--- config.mk ---
export PLATFORM = sky130hd
export DESIGN_NAME = audio_gate
export DESIGN_NICKNAME = d
export VERILOG_FILES = /design/src/rtl/audio_gate.sv
export SDC_FILE = /design/constraint.sdc
export NUM_CORES = 1
export LEC_CHECK = 0
export CORE_MARGIN = 4
export CORE_UTILIZATION = 25
export DETAILED_ROUTE_END_ITERATION = 8
export PLACE_DENSITY = 0.49
export SLEW_MARGIN = 20
export SYNTH_ARGS = -nofsm -noshare
export SYNTH_HDL_FRONTEND = slang
export SYNTH_SLANG_ARGS = --single-unit
--- constraint.sdc ---
create_clock -name clk -period 5.9 [get_ports clk]
set_clock_uncertainty 0.2 [all_clocks]
set_input_delay 0.885 -clock clk [delete_from_list [all_inputs] [get_ports clk]]
set_output_delay 0.885 -clock clk [all_outputs]
set_load 0.03 [all_outputs]
--- src/rtl/audio_gate.sv ---
// Purpose: gates a square-wave tone onto an active-low speaker pin with an envelope-shaped, volume-capped 16-step PWM.
// Latency: sound_in reaches arduino after 3 clk edges (2 synchronizer flops + 1 output register); enable acts on the next edge.
// Backpressure: none; free-running streaming path with no flow control. Macro AUDIO_GATE_ENVELOPE_EN enables the stepped attack/release ramps.
module audio_gate #(
  parameter int unsigned STEP_CYCLES = 50000
) (
  input  logic       clk,
  input  logic       reset,
  input  logic       sound_in,
  input  logic       enable,
  input  logic [3:0] volume,
  output logic       arduino,
  output logic       busy,
  output logic [3:0] env_level
);

  typedef enum logic [1:0] {
    IDLE    = 2'd0,
    ATTACK  = 2'd1,
    SUSTAIN = 2'd2,
    RELEASE = 2'd3
  } state_t;

  state_t     state;
  logic       sound_a;
  logic       sound_s;
  logic [3:0] pwm_cnt;
  logic [3:0] vol_q;
  logic [3:0] eff;
  logic       pwm_on;

  // Elaboration-time guard: the step counter is 20 bits wide.
  if (STEP_CYCLES < 1 || STEP_CYCLES > 32'd1048576) begin : g_step_range_check
    $error("audio_gate: STEP_CYCLES must be in 1..2^20");
  end

  // Two-flop synchronizer for the tone, which comes from another clock domain.
  always_ff @(posedge clk) begin
    if (reset) begin
      sound_a <= 1'b0;
      sound_s <= 1'b0;
    end else begin
      sound_a <= sound_in;
      sound_s <= sound_a;
    end
  end

  // Free-running PWM period counter; volume is sampled only at the period boundary
  // so a mid-period change never produces a truncated or stretched pulse.
  always_ff @(posedge clk) begin
    if (reset) begin
      pwm_cnt <= 4'd0;
      vol_q   <= 4'd0;
    end else begin
      pwm_cnt <= pwm_cnt + 4'd1;
      if (pwm_cnt == 4'd15) begin
        vol_q <= volume;
      end
    end
  end

  // Effective duty is the lower of envelope and volume; 15 means fully on, since
  // a plain compare against a 0..15 counter could only reach 15/16.
  always_comb begin
    eff    = (env_level < vol_q) ? env_level : vol_q;
    pwm_on = 1'b0;
    if (eff == 4'd15) begin
      pwm_on = 1'b1;
    end else begin
      pwm_on = (pwm_cnt < eff);
    end
  end

  // Registered active-low speaker drive; idles high (silent).
  always_ff @(posedge clk) begin
    if (reset) begin
      arduino <= 1'b1;
    end else begin
      arduino <= ~(sound_s & pwm_on);
    end
  end

  assign busy = (state != IDLE);

`ifdef AUDIO_GATE_ENVELOPE_EN
  localparam logic [19:0] STEP_LAST = 20'(STEP_CYCLES - 1);

  logic [19:0] step_cnt;
  logic        step_due;

  assign step_due = (step_cnt == STEP_LAST);

  // Envelope FSM: enable changes are handled before a level step, so a cycle that
  // both changes direction and hits a step boundary leaves the level untouched.
  always_ff @(posedge clk) begin
    if (reset) begin
      state     <= IDLE;
      env_level <= 4'd0;
      step_cnt  <= 20'd0;
    end else begin
      case (state)
        IDLE: begin
          env_level <= 4'd0;
          step_cnt  <= 20'd0;
          if (enable) begin
            state <= ATTACK;
          end
        end
        ATTACK: begin
          if (!enable) begin
            state    <= RELEASE;
            step_cnt <= 20'd0;
          end else if (env_level == 4'd15) begin
            // Re-entered from RELEASE while already at the top.
            state    <= SUSTAIN;
            step_cnt <= 20'd0;
          end else if (step_due) begin
            step_cnt  <= 20'd0;
            env_level <= env_level + 4'd1;
            if (env_level == 4'd14) begin
              state <= SUSTAIN;
            end
          end else begin
            step_cnt <= step_cnt + 20'd1;
          end
        end
        SUSTAIN: begin
          env_level <= 4'd15;
          step_cnt  <= 20'd0;
          if (!enable) begin
            state <= RELEASE;
          end
        end
        RELEASE: begin
          if (enable) begin
            state    <= ATTACK;
            step_cnt <= 20'd0;
          end else if (env_level == 4'd0) begin
            // Entered from ATTACK before the first step; nothing to ramp down.
            state    <= IDLE;
            step_cnt <= 20'd0;
          end else if (step_due) begin
            step_cnt  <= 20'd0;
            env_level <= env_level - 4'd1;
            if (env_level == 4'd1) begin
              state <= IDLE;
            end
          end else begin
            step_cnt <= step_cnt + 20'd1;
          end
        end
        default: begin
          state     <= IDLE;
          env_level <= 4'd0;
          step_cnt  <= 20'd0;
        end
      endcase
    end
  end
`else
  // Gate-only mode: enable snaps the level between 0 and 15 on the next edge.
  always_ff @(posedge clk) begin
    if (reset) begin
      state     <= IDLE;
      env_level <= 4'd0;
    end else if (enable) begin
      state     <= SUSTAIN;
      env_level <= 4'd15;
    end else begin
      state     <= IDLE;
      env_level <= 4'd0;
    end
  end
`endif

endmodule

**Word level (Yosys, flattened, before mapping)**

Cells that the tools add are included.
W data, S select, Z words.

- Flip-flop bits (word level): 17
- Input bits: 8
- Word-level logic and storage cells: 19
- Output and inout bits: 6

- Reduce and logical (&&, ||, !) cells: 1
- Mux-type cells: 4
- Add/sub/neg operators: 1
- $lt $le $gt $ge: 2
- Bitwise logic cells: 2
- Equal/unequal tests: 2

Operators with widths:

| kind | number |
|---|---|
| $eq A4 B4 Y1 const B | 2 |
| $lt A4 B4 Y1 | 2 |
| $mux W4 | 2 |
| $add A4 B1 Y4 const B | 1 |
| $mux W2 | 1 |
| $reduce_bool A2 Y1 | 1 |
| $and A1 B1 Y1 | 1 |
| $mux W1 | 1 |
| $not A1 Y1 | 1 |

**Depth between registers and ports, before layout**

Gate-level depths: netlist of run 1.

- Depth in word-level cells: 6
- Gate-level depth with buffers: 11

**Worst setup path after synthesis of run 1**

OpenSTA, ideal clock, no wires.

- Kind: reg2reg
- From: register env_level[2]
- To: register arduino
- Arrival time: 2515 ps
- Buffers on the path: 0
- Cell stages (with the launch flop): 11
- Clock period less this slack: 2829 ps
- Required time: 5586 ps
- Setup slack: 3071 ps
- Path through: dfxtp_1 -> ha_1 -> o21a_1 -> o21ai_0 -> a21oi_1 -> o21bai_1 -> ha_1 -> a211oi_1 -> o21a_1 -> o22a_1 -> a21bo_1

- Longest elaborated chain between the ends: 6
- Elaborated cells between the ends (all ways): 7
- Classes of those cells: order compare: 2; eq/ne: 1; mux: 2; bitwise: 2

Ends and longest elaborated chain:

| item | RTL line | RTL |
|---|---|---|
| start: declaration | 14 | `output logic [3:0] env_level` |
| start signal: assignment | 165 | `env_level <= 4'd0;` |
| start signal: assignment | 168 | `env_level <= 4'd15;` |
| start signal: assignment | 171 | `env_level <= 4'd0;` |
| $lt A4 B4 Y1 | 65 | `eff = (env_level < vol_q) ? env_level : vol_q;` |
| $mux W4 (*) | 65 |  |
| $lt A4 B4 Y1 / $eq A4 B4 Y1 (equally long branches) | 70, 67 |  |
| $mux W1 (*) | 67 | `if (eff == 4'd15) begin` |
| $and A1 B1 Y1 (*) | 79 | `arduino <= ~(sound_s & pwm_on);` |
| $not A1 Y1 (*) | 79 |  |
| end signal: assignment | 79 |  |
| end: declaration | 12 | `output logic arduino,` |

Every way passes the cells marked *; elsewhere a longest branch is shown, timed or not.
A chain may end at the register's enable or synchronous reset.

**Worst setup path in the final report of run 1**

Same ends and word-level chain as after synthesis.

==> results of run 1 <==
==> flip-flops by register name, summed over array words and instances (netlist names) <==
| register | cells |
|---|---|
| arduino | 1 |
| vol_q | 4 |
| pwm_cnt | 4 |
| sound_a | 1 |
| env_level | 1 |
| sound_s | 1 |
==> where the power goes <==
part           total [W]  switching [W]  internal, W
clock          0.0000656      0.0000280    0.0000375
sequential     0.0000869     0.00000309    0.0000838
combinational  0.0000295      0.0000139    0.0000156
==> metal layers <==
metal  share of wire (%)  global-route usage, %  up-vias
met1                  47                  9.197      226
met3                 6.1                  2.592        3
met4                 2.2                  3.797        0
li1                    -                      -      265
met5                   0                      0        -
met2                  44                  10.49       11
==> placed cells by master (no fill, tap or decap), types with 2 or more instances in the layout <==
master | synthesis | routed
clkdlybuf4s50_1 | 0 | 13
dfxtp_1 | 12 | 12
ha_1 | 9 | 9
nor2_1 | 7 | 7
inv_1 | 6 | 6
nand3_1 | 4 | 4
mux2i_1 | 4 | 4
nor2b_1 | 4 | 4
o21ai_0 | 3 | 3
clkbuf_4 | 0 | 3
o21a_1 | 2 | 2
a21oi_1 | 2 | 2
==> Yosys cell counts, drive strengths merged <==
cell	instances	area (um^2)
a211oi	2	20.02
a21bo	1	10.01
a21boi	1	7.510
a21oi	2	10.01
a22oi	1	7.510
and4b	1	10.01
buf	4	30.03
clkbuf	1	3.750
dfxtp	12	240.2
ha	9	112.6
inv	6	22.52
mux2i	4	40.04
nand2	1	3.750
nand3	4	20.02
nand4b	1	8.760
nor2	7	26.28
nor2b	4	25.02
nor3b	1	7.510
o21a	2	15.01
o21ai	3	15.01
o21bai	1	7.510
o22a	1	8.760
xnor2	1	8.760
xor2	1	8.760
==> cell type report <==
cell class | count | area share (%)
Tap cell | 30 | 4.471
Inverter | 6 | 2.683
Timing Repair Buffer | 13 | 15.50
Multi-Input combinational cell | 48 | 44.41
Sequential cell | 12 | 28.61
Clock buffer | 4 | 4.322
==> critical path, delay by kind of cell, from the launching register on <==
| family | cells | cell delay (ns) |
|---|---|---|
| adder cells (fa/ha/maj) | 2 | 0.60 |
| flip-flops | 1 | 0.54 |
| AO/OA/AOI/OAI | 8 | 1.35 |
==> metrics by stage <==
step	utilization, %	hold WS (ns)	power (W)	cell area [um^2]	setup WS, ns
detailed placement	31.85	0.2398	0.0001186	803.3	3.108
floorplan	-	0.2138	0.0001090	669.4	3.071
finish	33.28	0.2514	0.0001819	839.6	3.112
global placement	31.85	0.2367	0.0001184	803.3	3.136
CTS	33.28	0.2573	0.0001849	839.6	3.079
global route	33.28	0.2768	0.0001908	839.6	2.825
==> logic make-up after synthesis <==
kind of cell	after synthesis	share of synthesized area, %
AND/OR/NAND/NOR	19	15.14
AO/OA/AOI/OAI	14	15.14
multiplexers	4	5.982
buffers and inverters	11	8.411
adder cells (fa/ha/maj)	9	16.82
flip-flops	12	35.89
XOR/XNOR	2	2.617
==> final timing paths <==
path	start	endpoint	slack (ns)
max	env_level[2]	arduino	3.11
min	sound_a	sound_s	0.25
max reg2reg	env_level[2]	arduino	3.11
min reg2reg	sound_a	sound_s	0.25
==> reports/qor.yml, run 1 <==
cts:
  clock_sinks: 12
  cts_setup_buffers: 0
  cts_resized: 0
  cts_tree: "done"
  h-tree-depth: 1
  numCtsBuffers: 3
  clkSlewWorstSetupHoldPaths_ns: 0.08
  cts_buffer_depth: 2
  cts-hold-fix-buffers: 0
  clock_latency_ns: 0.28
  cts_root_buf: "clkbuf_4"
floorplanning:
  rows: 18
  die_area_um2: 3569
  die_w_um: 59.75
  core_um2: 2522
  die_h_um: 59.75
  io_pins: 14
  floorplan.initialDensity_pct: 26.54
worst_setup_path:
  crit_chain: "ha_1 -> o21a_1 -> o21ai_0 -> a21oi_1 -> o21bai_1 -> ha_1 -> a211oi_1 -> o21a_1 -> o22a_1 -> a21bo_1"
  worst_r2r_path_depth: 10
  arrival_ns: 2.77
  crit_required_ns: 5.88
  critPathKind: "flop to flop"
  crit_fanout: 11
  crit_path_end_kind: "flop"
  critPathSlowestCell: "dfxtp_1"
  cpPeakStageDelay_ns: 0.54
  cp-start-kind: "flop"
finish:
  seq_area_um2: 240.2
  nFillCells: 274
  syn_to_final_growth_pct: 25.42
  multiInputGateArea_um2: 372.9
  nets: 101
  stdcell_count: 113
  drive_gt1_share_pct: 6.024
  diodes: 0
min_path:
  hp-class: "flop to flop"
  hold_path_depth: 1
flow_run:
  max_cap_violations: 0
global_route:
  grt_pass1_vias: 461
  grt_pass1_wl_mm: 1.918
  grt_usage_pct: 7.206
  antenna_found_initial: 0
  grt_max_degree: 14
  grt-ovfl-total: 0
place:
  post-dp-hpwl_um: 936.9
  port_buffers: 13
  place.gp.congestion: 0.7604
  dp_cells: 109
synth:
  synth-seq-cells: 12
  synthesis.area_um2: 669.4
  avgSynthCellArea_um2: 9.428
  yosys_warnings: 0
  synth.distinct_cells: 25
  seq_area_frac_synth_pct: 35.89
  syn_nets: 88
  synthCells: 71
drt:
  dr.pass1.iters: 2
  via_per_inst: 4.469
  drc_errors: 0
  vias: 505
  drt_iter0_markers: 1
  routed_wl_mm: 1.124
  ant_nets: 0
  wire_per_inst_um: 9.947
sta:
  setup_violations: 0
  worstMarginPinSlew_ns: 0.4400
  slew_headroom_pct: 70.57
  min_period_over_period_pct: 47.26
  fmax_ghz: 0.3587
  tns_ns: 0
  finalHoldViolCount: 0
  period_needed_ns: 2.788
  rsz0062_at_grt: "no"
  slew_viol_final: 0
power:
  p_leak_nw: 0.3555
  vdd_ir_drop_max_mv: 0.08908
  power_density_nw_per_um2: 216.7
run_status:
  outcome: "finished, final reports clean"
Note: power is estimated with default switching activity, not from simulation.
==> run 2, diff against run 1 <==
Clock period 5.9 ns to 2.7 ns, I/O delays scaled along.
==> run 2 against run 1 <==
  * Die area stayed put
  * Combinational power is 150% higher
  * Global-route usage is 0.43 points higher
  * Sequential cell count stayed put
  * Critical path type unchanged
  * Total power is 100% higher
  * Final cell count is 2.7% higher
  * Critical endpoint unchanged
==> reports/qor.yml, run 2 (synthesis gave the netlist of run 1 again) <==
drt:
  drt_iter0_markers: 5  # +4
  routed_wl_mm: 1.225  # +9.0%
  wire_per_inst_um: 10.56  # +6.2%
  dr.pass1.iters: 2  # unchanged
  via_per_inst: 4.457  # -0.27%
  ant_nets: 0  # unchanged
  drc_errors: 0  # unchanged
  vias: 517  # +2.4%
global_route:
  grt-ovfl-total: 0  # unchanged
  grt.busiest_layer: "met2"
  met1_usage_pct: 9.161  # -0.036 points
  gr-usage-met2_pct: 12.04  # +1.5 points
  grt_max_degree: 12  # -2
  grt_pass1_wl_mm: 1.994  # +4.0%
  use_met3_pct: 2.592  # unchanged
  antenna_found_initial: 0  # unchanged
  grt_pass1_vias: 488  # +5.9%
  grt_usage_pct: 7.638  # +0.43 points
sta:
  fmax_ghz: 0.3946  # +10%
  period_needed_ns: 2.534  # -0.2537 ns
  slew_viol_final: 0  # unchanged
  worstMarginPinSlew_ns: 0.3099  # -0.1301 ns
  setup_violations: 0  # unchanged
  whs_ns: 0.2375  # -0.01389 ns
  finalHoldViolCount: 0  # unchanged
  min_period_over_period_pct: 93.87  # +47 points
  slew_headroom_pct: 79.28  # +8.7 points
  rsz0062_at_grt: "no"
  tns_ns: 0  # unchanged
worst_setup_path:
  r2r_end: "arduino"
  regToRegSetupSlack_ns: 0.17  # -2.95 ns
  crit_path_end_kind: "flop"
  cp-start-kind: "flop"
  crit_fanout: 5  # -6
  arrival_ns: 2.51  # -0.26 ns
  critPathKind: "flop to flop"
  worst_r2r_path_depth: 9  # -1
  r2r_start: "env_level[2]"
  crit_required_ns: 2.67  # -3.21 ns
  cp-endpoint: "arduino"
  startpoint: "env_level[2]"
floorplanning:
  die_area_um2: 3569  # unchanged
  io_pins: 14  # unchanged
  die_h_um: 59.75  # unchanged
  rows: 18  # unchanged
  core_um2: 2522  # unchanged
  die_w_um: 59.75  # unchanged
  floorplan.initialDensity_pct: 26.54  # unchanged
power:
  p_leak_nw: 0.3721  # +4.6%
  power_density_nw_per_um2: 429.5  # +98%
  total_power_w: 0.0003719  # +100%
  vdd_ir_drop_max_mv: 0.2975  # +230%
cts:
  clock_latency_ns: 0.26  # -0.02 ns
  cts_root_buf: "clkbuf_4"
  cts_setup_buffers: 0  # unchanged
  numCtsBuffers: 3  # unchanged
  clock_sinks: 12  # unchanged
  clkSlewWorstSetupHoldPaths_ns: 0.08  # about the same
  cts_buffer_depth: 2  # unchanged
  cts_tree: "done"
  h-tree-depth: 1  # unchanged
finish:
  top_regs: "pwm_cnt x4, vol_q x4"
  drive_gt1_share_pct: 12.79  # +6.8 points
  syn_to_final_growth_pct: 29.35
  final_cell_mix: "clkdlybuf4s50_1 (13), dfxtp_1 (11), ha_1 (9), nor2_1 (7), inv_1 (6)"
  diodes: 0  # unchanged
  nets: 105  # +4.0%
  final_util_pct: 34.33  # +1.0 points
  final_common_cell: "clkdlybuf4s50_1"
  nFillCells: 270  # -1.5%
place:
  port_buffers: 13  # unchanged
  post-dp-hpwl_mm: 1.019  # +8.8%
  place.gp.congestion: 0.7410  # -2.6%
flow_run:
  max_cap_violations: 0  # unchanged
min_path:
  hp-class: "flop to flop"
run_status:
  outcome: "finished, final reports clean"
[run 2: cell count changes in the layout (fill, tap and decap cells not counted)]
cell and change:
dfxtp_1 -1, buf_4 +4, dfxtp_2 +1, o21ai_0 -1
a211oi_2 +1, a211oi_1 -1, o21ai_2 +1, clkbuf_8 -1
[run 2: report_power, final]
| group | internal [W] | switching, W |
|---|---|---|
| logic | 0.0000385 | 0.0000343 |
| registers | 0.000183 | 0.00000580 |
| clock network | 0.0000516 | 0.0000584 |
| total | 0.000273 | 0.0000985 |
[run 2: how the worst min path moves through the flow]
stage,start,endpoint,slack [ns],cells after the start
5_1_grt,sound_a,sound_s,0.25,1
2_1_floorplan,sound_a,sound_s,0.21,1
3_3_place_gp,sound_a,sound_s,0.23,1
4_1_cts,sound_a,sound_s,0.24,1
6_report,sound_a,sound_s,0.24,1
3_5_place_dp,sound_a,sound_s,0.22,1
[run 2: cell type report]
type                            instances  area, um^2  share of cell area, %
Timing Repair Buffer                   17       160.2                  18.50
Inverter                                6       22.52                  2.601
Sequential cell                        12       241.5                  27.89
Multi-Input combinational cell         48       381.6                  44.08
Tap cell                               30       37.54                  4.335
Clock buffer                            3       22.52                  2.601
[run 2: worst max-delay path: stages (launching register included)]
cell and delay [ns]:
dfxtp_2 0.35, ha_1 0.37, a211oi_2 0.30, nand2_1 0.11, o21bai_1 0.17, ha_1 0.28, a211oi_2 0.21, o21a_1 0.16
o22a_1 0.11, a21bo_1 0.18
[run 2: through the flow]
step | area (um^2) | cells | worst slack [ns]
2_1_floorplan | 670.6 | 71 | 0.07569
3_3_place_gp | 834.6 | 113 | 0.1275
3_5_place_dp | 834.6 | 113 | 0.1057
4_1_cts | 857.1 | 116 | 0.09047
5_1_grt | 865.8 | 116 | 0.01080
6_report | 865.8 | 116 | 0.1655
[run 2: metal layers]
layer	routed length, um	vias to the layer above
met5	0	-
met3	65	0
met1	574	235
li1	-	272
met4	0	0
met2	585	10
[run 2: repair_timing]
item | in CTS | in global routing
hold endpoints to repair | 0 | 0
resized for setup | 0 | 3
setup endpoints to repair | 0 | 1
hold buffers | 0 | 0
